File: config.mk
export PLATFORM = sky130hd
export DESIGN_NAME = tty_tx_flat
export DESIGN_NICKNAME = d
export VERILOG_FILES = /design/src/rtl/tty_tx_if.sv /design/src/rtl/tty_tx.sv /design/src/flat_wrapper.sv
export SDC_FILE = /design/constraint.sdc
export NUM_CORES = 1
export LEC_CHECK = 0
export ABC_CLOCK_PERIOD_IN_PS = 6400
export BUFFER_PORTS_ARGS = -buffer_cell sky130_fd_sc_hd__buf_2
export CELL_PAD_IN_SITES_DETAIL_PLACEMENT = 0
export CELL_PAD_IN_SITES_GLOBAL_PLACEMENT = 1
export CORE_MARGIN = 3
export CORE_UTILIZATION = 48
export DETAILED_ROUTE_END_ITERATION = 8
export PLACE_DENSITY_LB_ADDON = 0.25
export SYNTH_ARGS = -nofsm -noshare
export SYNTH_HDL_FRONTEND = slang
export SYNTH_SLANG_ARGS = --single-unit
File: constraint.sdc
create_clock -name clock -period 6.4 [get_ports clock]
set_clock_uncertainty 0.2 [all_clocks]
set_input_delay 0.32 -clock clock [delete_from_list [all_inputs] [get_ports clock]]
set_output_delay 0.32 -clock clock [all_outputs]
set_load 0.005 [all_outputs]
File: src/rtl/tty_tx_if.sv
// Teleprinter channel bus: CPU-side strobes and character in, serial line and status out.
interface tty_tx_if;
  logic       load;
  logic       clear_flag;
  logic [7:0] data_in;
  logic       tx;
  logic       busy;
  logic       print_flag;

  modport master (
    output load,
    output clear_flag,
    output data_in,
    input  tx,
    input  busy,
    input  print_flag
  );

  modport slave (
    input  load,
    input  clear_flag,
    input  data_in,
    output tx,
    output busy,
    output print_flag
  );
endinterface

File: src/rtl/tty_tx.sv
// PDP-8 teleprinter output channel: TLS character to 8N1 serial frame, LSB first, plus printer flag.
// Optional macro TTY_STOP2_EN: two stop bits (ASR-33 timing) instead of one.
//
// state | meaning
// ------+-------------------------------------------------
// IDLE  | line high, waiting for a TLS load
// START | start bit (tx=0) for one bit time
// DATA  | eight data bits, shift[0] on the line, LSB first
// STOP  | stop bit(s) high; flag sets on the final edge
module tty_tx #(
  parameter int CLK_FREQ = 100000000,
  parameter int BAUD     = 9600
) (
  input  logic     clock,
  input  logic     reset,
  tty_tx_if.slave  bus
);

  localparam int CLKS_PER_BIT = CLK_FREQ / BAUD;
`ifdef TTY_STOP2_EN
  localparam int STOP_CLKS = 2 * CLKS_PER_BIT;
`else
  localparam int STOP_CLKS = CLKS_PER_BIT;
`endif
  localparam int CNT_W = $clog2(2 * CLKS_PER_BIT);
  localparam logic [CNT_W-1:0] BIT_LAST  = CNT_W'(CLKS_PER_BIT - 1);
  localparam logic [CNT_W-1:0] STOP_LAST = CNT_W'(STOP_CLKS - 1);

  typedef enum logic [1:0] {
    IDLE  = 2'd0,
    START = 2'd1,
    DATA  = 2'd2,
    STOP  = 2'd3
  } state_t;

  state_t           state, state_n;
  logic [CNT_W-1:0] baud_cnt, baud_cnt_n;
  logic [2:0]       bit_idx, bit_idx_n;
  logic [7:0]       shift, shift_n;
  logic             tx_r, tx_n;
  logic             busy_r, busy_n;
  logic             flag_r, flag_n;
  logic             bit_end;
  logic             stop_end;

  assign bit_end  = (baud_cnt == BIT_LAST);
  assign stop_end = (baud_cnt == STOP_LAST);

  always_ff @(posedge clock) begin
    if (reset) begin
      state    <= IDLE;
      baud_cnt <= '0;
      bit_idx  <= '0;
      shift    <= '0;
      tx_r     <= 1'b1;
      busy_r   <= 1'b0;
      flag_r   <= 1'b0;
    end else begin
      state    <= state_n;
      baud_cnt <= baud_cnt_n;
      bit_idx  <= bit_idx_n;
      shift    <= shift_n;
      tx_r     <= tx_n;
      busy_r   <= busy_n;
      flag_r   <= flag_n;
    end
  end

  // tx is registered so the UART pin never sees decode glitches.
  always_comb begin
    state_n    = state;
    baud_cnt_n = baud_cnt;
    bit_idx_n  = bit_idx;
    shift_n    = shift;
    tx_n       = tx_r;
    busy_n     = busy_r;
    flag_n     = flag_r;

    if (bus.clear_flag) flag_n = 1'b0;

    case (state)
      IDLE: begin
        tx_n       = 1'b1;
        busy_n     = 1'b0;
        baud_cnt_n = '0;
        if (bus.load) begin
          shift_n   = bus.data_in;
          bit_idx_n = '0;
          tx_n      = 1'b0;
          busy_n    = 1'b1;
          flag_n    = 1'b0;
          state_n   = START;
        end
      end
      START: begin
        if (bit_end) begin
          baud_cnt_n = '0;
          bit_idx_n  = '0;
          tx_n       = shift[0];
          state_n    = DATA;
        end else begin
          baud_cnt_n = baud_cnt + 1'b1;
        end
      end
      DATA: begin
        if (bit_end) begin
          baud_cnt_n = '0;
          shift_n    = {1'b0, shift[7:1]};
          if (bit_idx == 3'd7) begin
            tx_n    = 1'b1;
            state_n = STOP;
          end else begin
            bit_idx_n = bit_idx + 3'd1;
            tx_n      = shift[1];
          end
        end else begin
          baud_cnt_n = baud_cnt + 1'b1;
        end
      end
      STOP: begin
        if (stop_end) begin
          // Completion overrides a same-cycle clear so a finished character is never lost.
          baud_cnt_n = '0;
          tx_n       = 1'b1;
          busy_n     = 1'b0;
          flag_n     = 1'b1;
          state_n    = IDLE;
        end else begin
          baud_cnt_n = baud_cnt + 1'b1;
        end
      end
      default: begin
        state_n    = IDLE;
        baud_cnt_n = '0;
        tx_n       = 1'b1;
        busy_n     = 1'b0;
      end
    endcase
  end

  assign bus.tx         = tx_r;
  assign bus.busy       = busy_r;
  assign bus.print_flag = flag_r;

endmodule

File: src/flat_wrapper.sv
// flat-port wrapper written by rule: the top's interface ports become plain ports
module tty_tx_flat 
#(
  parameter int CLK_FREQ = 100000000,
  parameter int BAUD     = 9600
)
  (clock, reset, bus_load, bus_clear_flag, bus_data_in, bus_tx, bus_busy, bus_print_flag);
  tty_tx_if bus_i ();
  input  logic clock;
  input  logic reset;
  input wire logic [$bits(bus_i.load)-1:0] bus_load;
  input wire logic [$bits(bus_i.clear_flag)-1:0] bus_clear_flag;
  input wire logic [$bits(bus_i.data_in)-1:0] bus_data_in;
  output wire logic [$bits(bus_i.tx)-1:0] bus_tx;
  output wire logic [$bits(bus_i.busy)-1:0] bus_busy;
  output wire logic [$bits(bus_i.print_flag)-1:0] bus_print_flag;
  assign bus_i.load = bus_load;
  assign bus_i.clear_flag = bus_clear_flag;
  assign bus_i.data_in = bus_data_in;
  assign bus_tx = bus_i.tx;
  assign bus_busy = bus_i.busy;
  assign bus_print_flag = bus_i.print_flag;
  tty_tx #(.CLK_FREQ(CLK_FREQ), .BAUD(BAUD)) u_core (.clock(clock), .reset(reset), .bus(bus_i));
endmodule
==> flow_summary.ini <==
[status]
status = finished, final reports clean

[clock_tree]
root_buffer = clkbuf_4
cts_tree = built
cts_buffers = 5
cts_num_sinks = 31
post_cts_buffers = 0
cts_hold_buf = 0
clk_latency_ns = 0.33
htreeDepth = 2
cts_resized = 0
clock_path_buffers = 2
cts.clk_slew.worst_paths_ns = 0.10

[worst_setup_path]
arrival_ns = 2.75
worstPathMaxFanout = 17
start_kind = register
worstSetupPathType = reg2reg
cp.required_ns = 6.41
end_kind = register

[logic_synthesis]
seq_area_frac_synth_pct = 38.3
syn_area_sq_um = 1620
synth_nets = 198
synth_ff_type = dfxtp_1
yosys.area.top_type_share_pct = 38.3
synth-edff-count = 0
ys_warn_count = 0
synth-async-reset-ratio_pct = 0
syn_inst = 179
ys_types = 41
synth_area_per_cell_sq_um = 9.04
synth_area_leaders = dfxtp_1 38%, ha_1 5.4%, xor2_1 4.9%, a21oi_1 4.6%, o21ai_0 4.0%
yosys.area.top_type = dfxtp_1
ys_ff_latch = 31

[flow_run]
cap_violations = 0

[global_routing]
grt_max_degree = 19
antenna_found_initial = 0
grt_usage_pct = 18.3
grt_pass1_vias = 1241
grt_pass1_wl_um = 5970
grt-ovfl-total = 0

[sta]
period_needed_ns = 2.73
worstMarginPinSlew_ns = 1.04
setup_violations = 0
hold-worst-slack_ns = 0.0581
max_clock_freq_ghz = 0.366
hold_violations = 0
setup_slack_ns = 3.67
setup-tns-final_ns = 0
slew_headroom_pct = 28.9
rsz0062_at_grt = no
min_period_over_period_pct = 42.7
slew_viol_final = 0

[cells_and_area]
fillers = 317
regArea_sq_um = 621
multiInputGateArea_sq_um = 898
n_antenna_cell = 0
drive_gt1_share_pct = 14.3
layout.cells.non_filler = 233
area_growth_pct = 6.49
final_common_cell = dfxtp_1
layout.nets = 207
final_cell_mix = 31 x dfxtp_1, 15 x a21oi_1, 14 x nor2_1, 14 x buf_2, 13 x o21ai_0

[floorplan]
boundaryPins = 15
initial_utilization_pct = 51.8
die_x_um = 64.1
rows = 20
core-area_sq_um = 3130
die_h_um = 64.1
die_area_sq_um = 4110

[routing]
drtPass1Iterations = 4
routedWlPerCell_um = 14.1
vias = 1359
first_iter_violations = 95
wirelength_um = 3280
drc = 0
routed_via_density = 5.83
detail-route-antenna-nets = 0

[placement]
dp_hpwl_um = 2340
numPlacedInstances = 225
globalplace.congestion = 0.777
dp_slack_ns = 3.72
io_buffers = 14

[power_and_ir_drop]
power-per-cell-area_nw_per_um2 = 316
ir_worst_vdd_mv = 0.167
p_leak_nw = 0.608

[min_path]
min_path_type = in2reg
[registers in the layout, indices dropped and copies added, names as in the netlist]
register               count
u_core.baud_cnt           15
u_core.shift               8
u_core.bit_idx             3
u_core.state               2
u_core.bus.busy            1
u_core.bus.print_flag      1
u_core.bus.tx              1
[synthesized netlist by cell type, types with 2 or more instances]
cell,n
dfxtp_1,31
a21oi_1,15
nor2_1,14
o21ai_0,13
nand4_1,9
xor2_1,9
inv_1,8
a31oi_1,7
ha_1,7
nor3b_1,7
clkbuf_1,6
nand2_1,5
a211oi_1,4
nand3_1,4
and4_1,3
or3_1,3
a41oi_1,2
and3_1,2
buf_2,2
buf_4,2
buf_6,2
mux2i_1,2
nand2b_1,2
or4_1,2
xnor2_1,2
[kinds of logic after synthesis]
family | Yosys count | share of synthesized area, %
buffers and inverters | 20 | 6.18
multiplexers | 2 | 1.24
AO/OA/AOI/OAI | 48 | 18.2
flip-flops | 31 | 38.3
AND/OR/NAND/NOR | 60 | 24.7
adder cells (fa/ha/maj) | 7 | 5.41
XOR/XNOR | 11 | 5.95
[area by class of cell]
class                           count  area share (%)
Multi-Input combinational cell    128            52.1
Inverter                            8            1.74
Timing Repair Buffer               14            4.06
Clock buffer                        7            2.61
Tap cell                           44            3.19
Clock inverter                      1           0.290
Sequential cell                    31            36.0
[where the power goes]
group | total (mW) | leakage (nW) | internal (mW) | switching (mW)
Sequential | 0.237 | 0.252 | 0.220 | 0.0172
Clock | 0.112 | 0.0293 | 0.0428 | 0.0695
Combinational | 0.195 | 0.327 | 0.0739 | 0.121
Total | 0.545 | 0.608 | 0.337 | 0.208
[metrics by stage]
step / total power, mW / instance area, sq um / utilization, %
after global placement: 0.430 / 1670 / 53.5
final: 0.545 / 1720 / 55.1
after CTS: 0.547 / 1720 / 55.1
after floorplan: 0.397 / 1620 / -
after detailed placement: 0.435 / 1670 / 53.5
after global routing: 0.589 / 1720 / 55.1
[worst max-delay path, cell delays in order, from the launching register on]
cell,delay (ns)
dfxtp_1,0.38
inv_1,0.09
ha_1,0.41
mux2i_1,0.86
nor2_1,0.32
a31oi_1,0.27
a21oi_1,0.09
[worst paths after layout]
path | from | to | slack (ns) | cells after the start
max | u_core.state[0] | u_core.shift[5] | 3.67 | 6
max reg2reg | u_core.state[0] | u_core.shift[5] | 3.67 | 6
min | bus_clear_flag | u_core.bus.print_flag | 0.06 | 4
min reg2reg | u_core.baud_cnt[0] | u_core.baud_cnt[0] | 0.27 | 1
[routing by layer]
metal | track usage [%] | share of wire, % | vias up
li1 | - | - | 678
met1 | 25.2 | 48 | 649
met5 | 0 | 0 | -
met4 | 6.47 | 1.3 | 0
met2 | 27.5 | 47 | 27
met3 | 4.75 | 3.9 | 5
(Power assumes the default switching activity.)
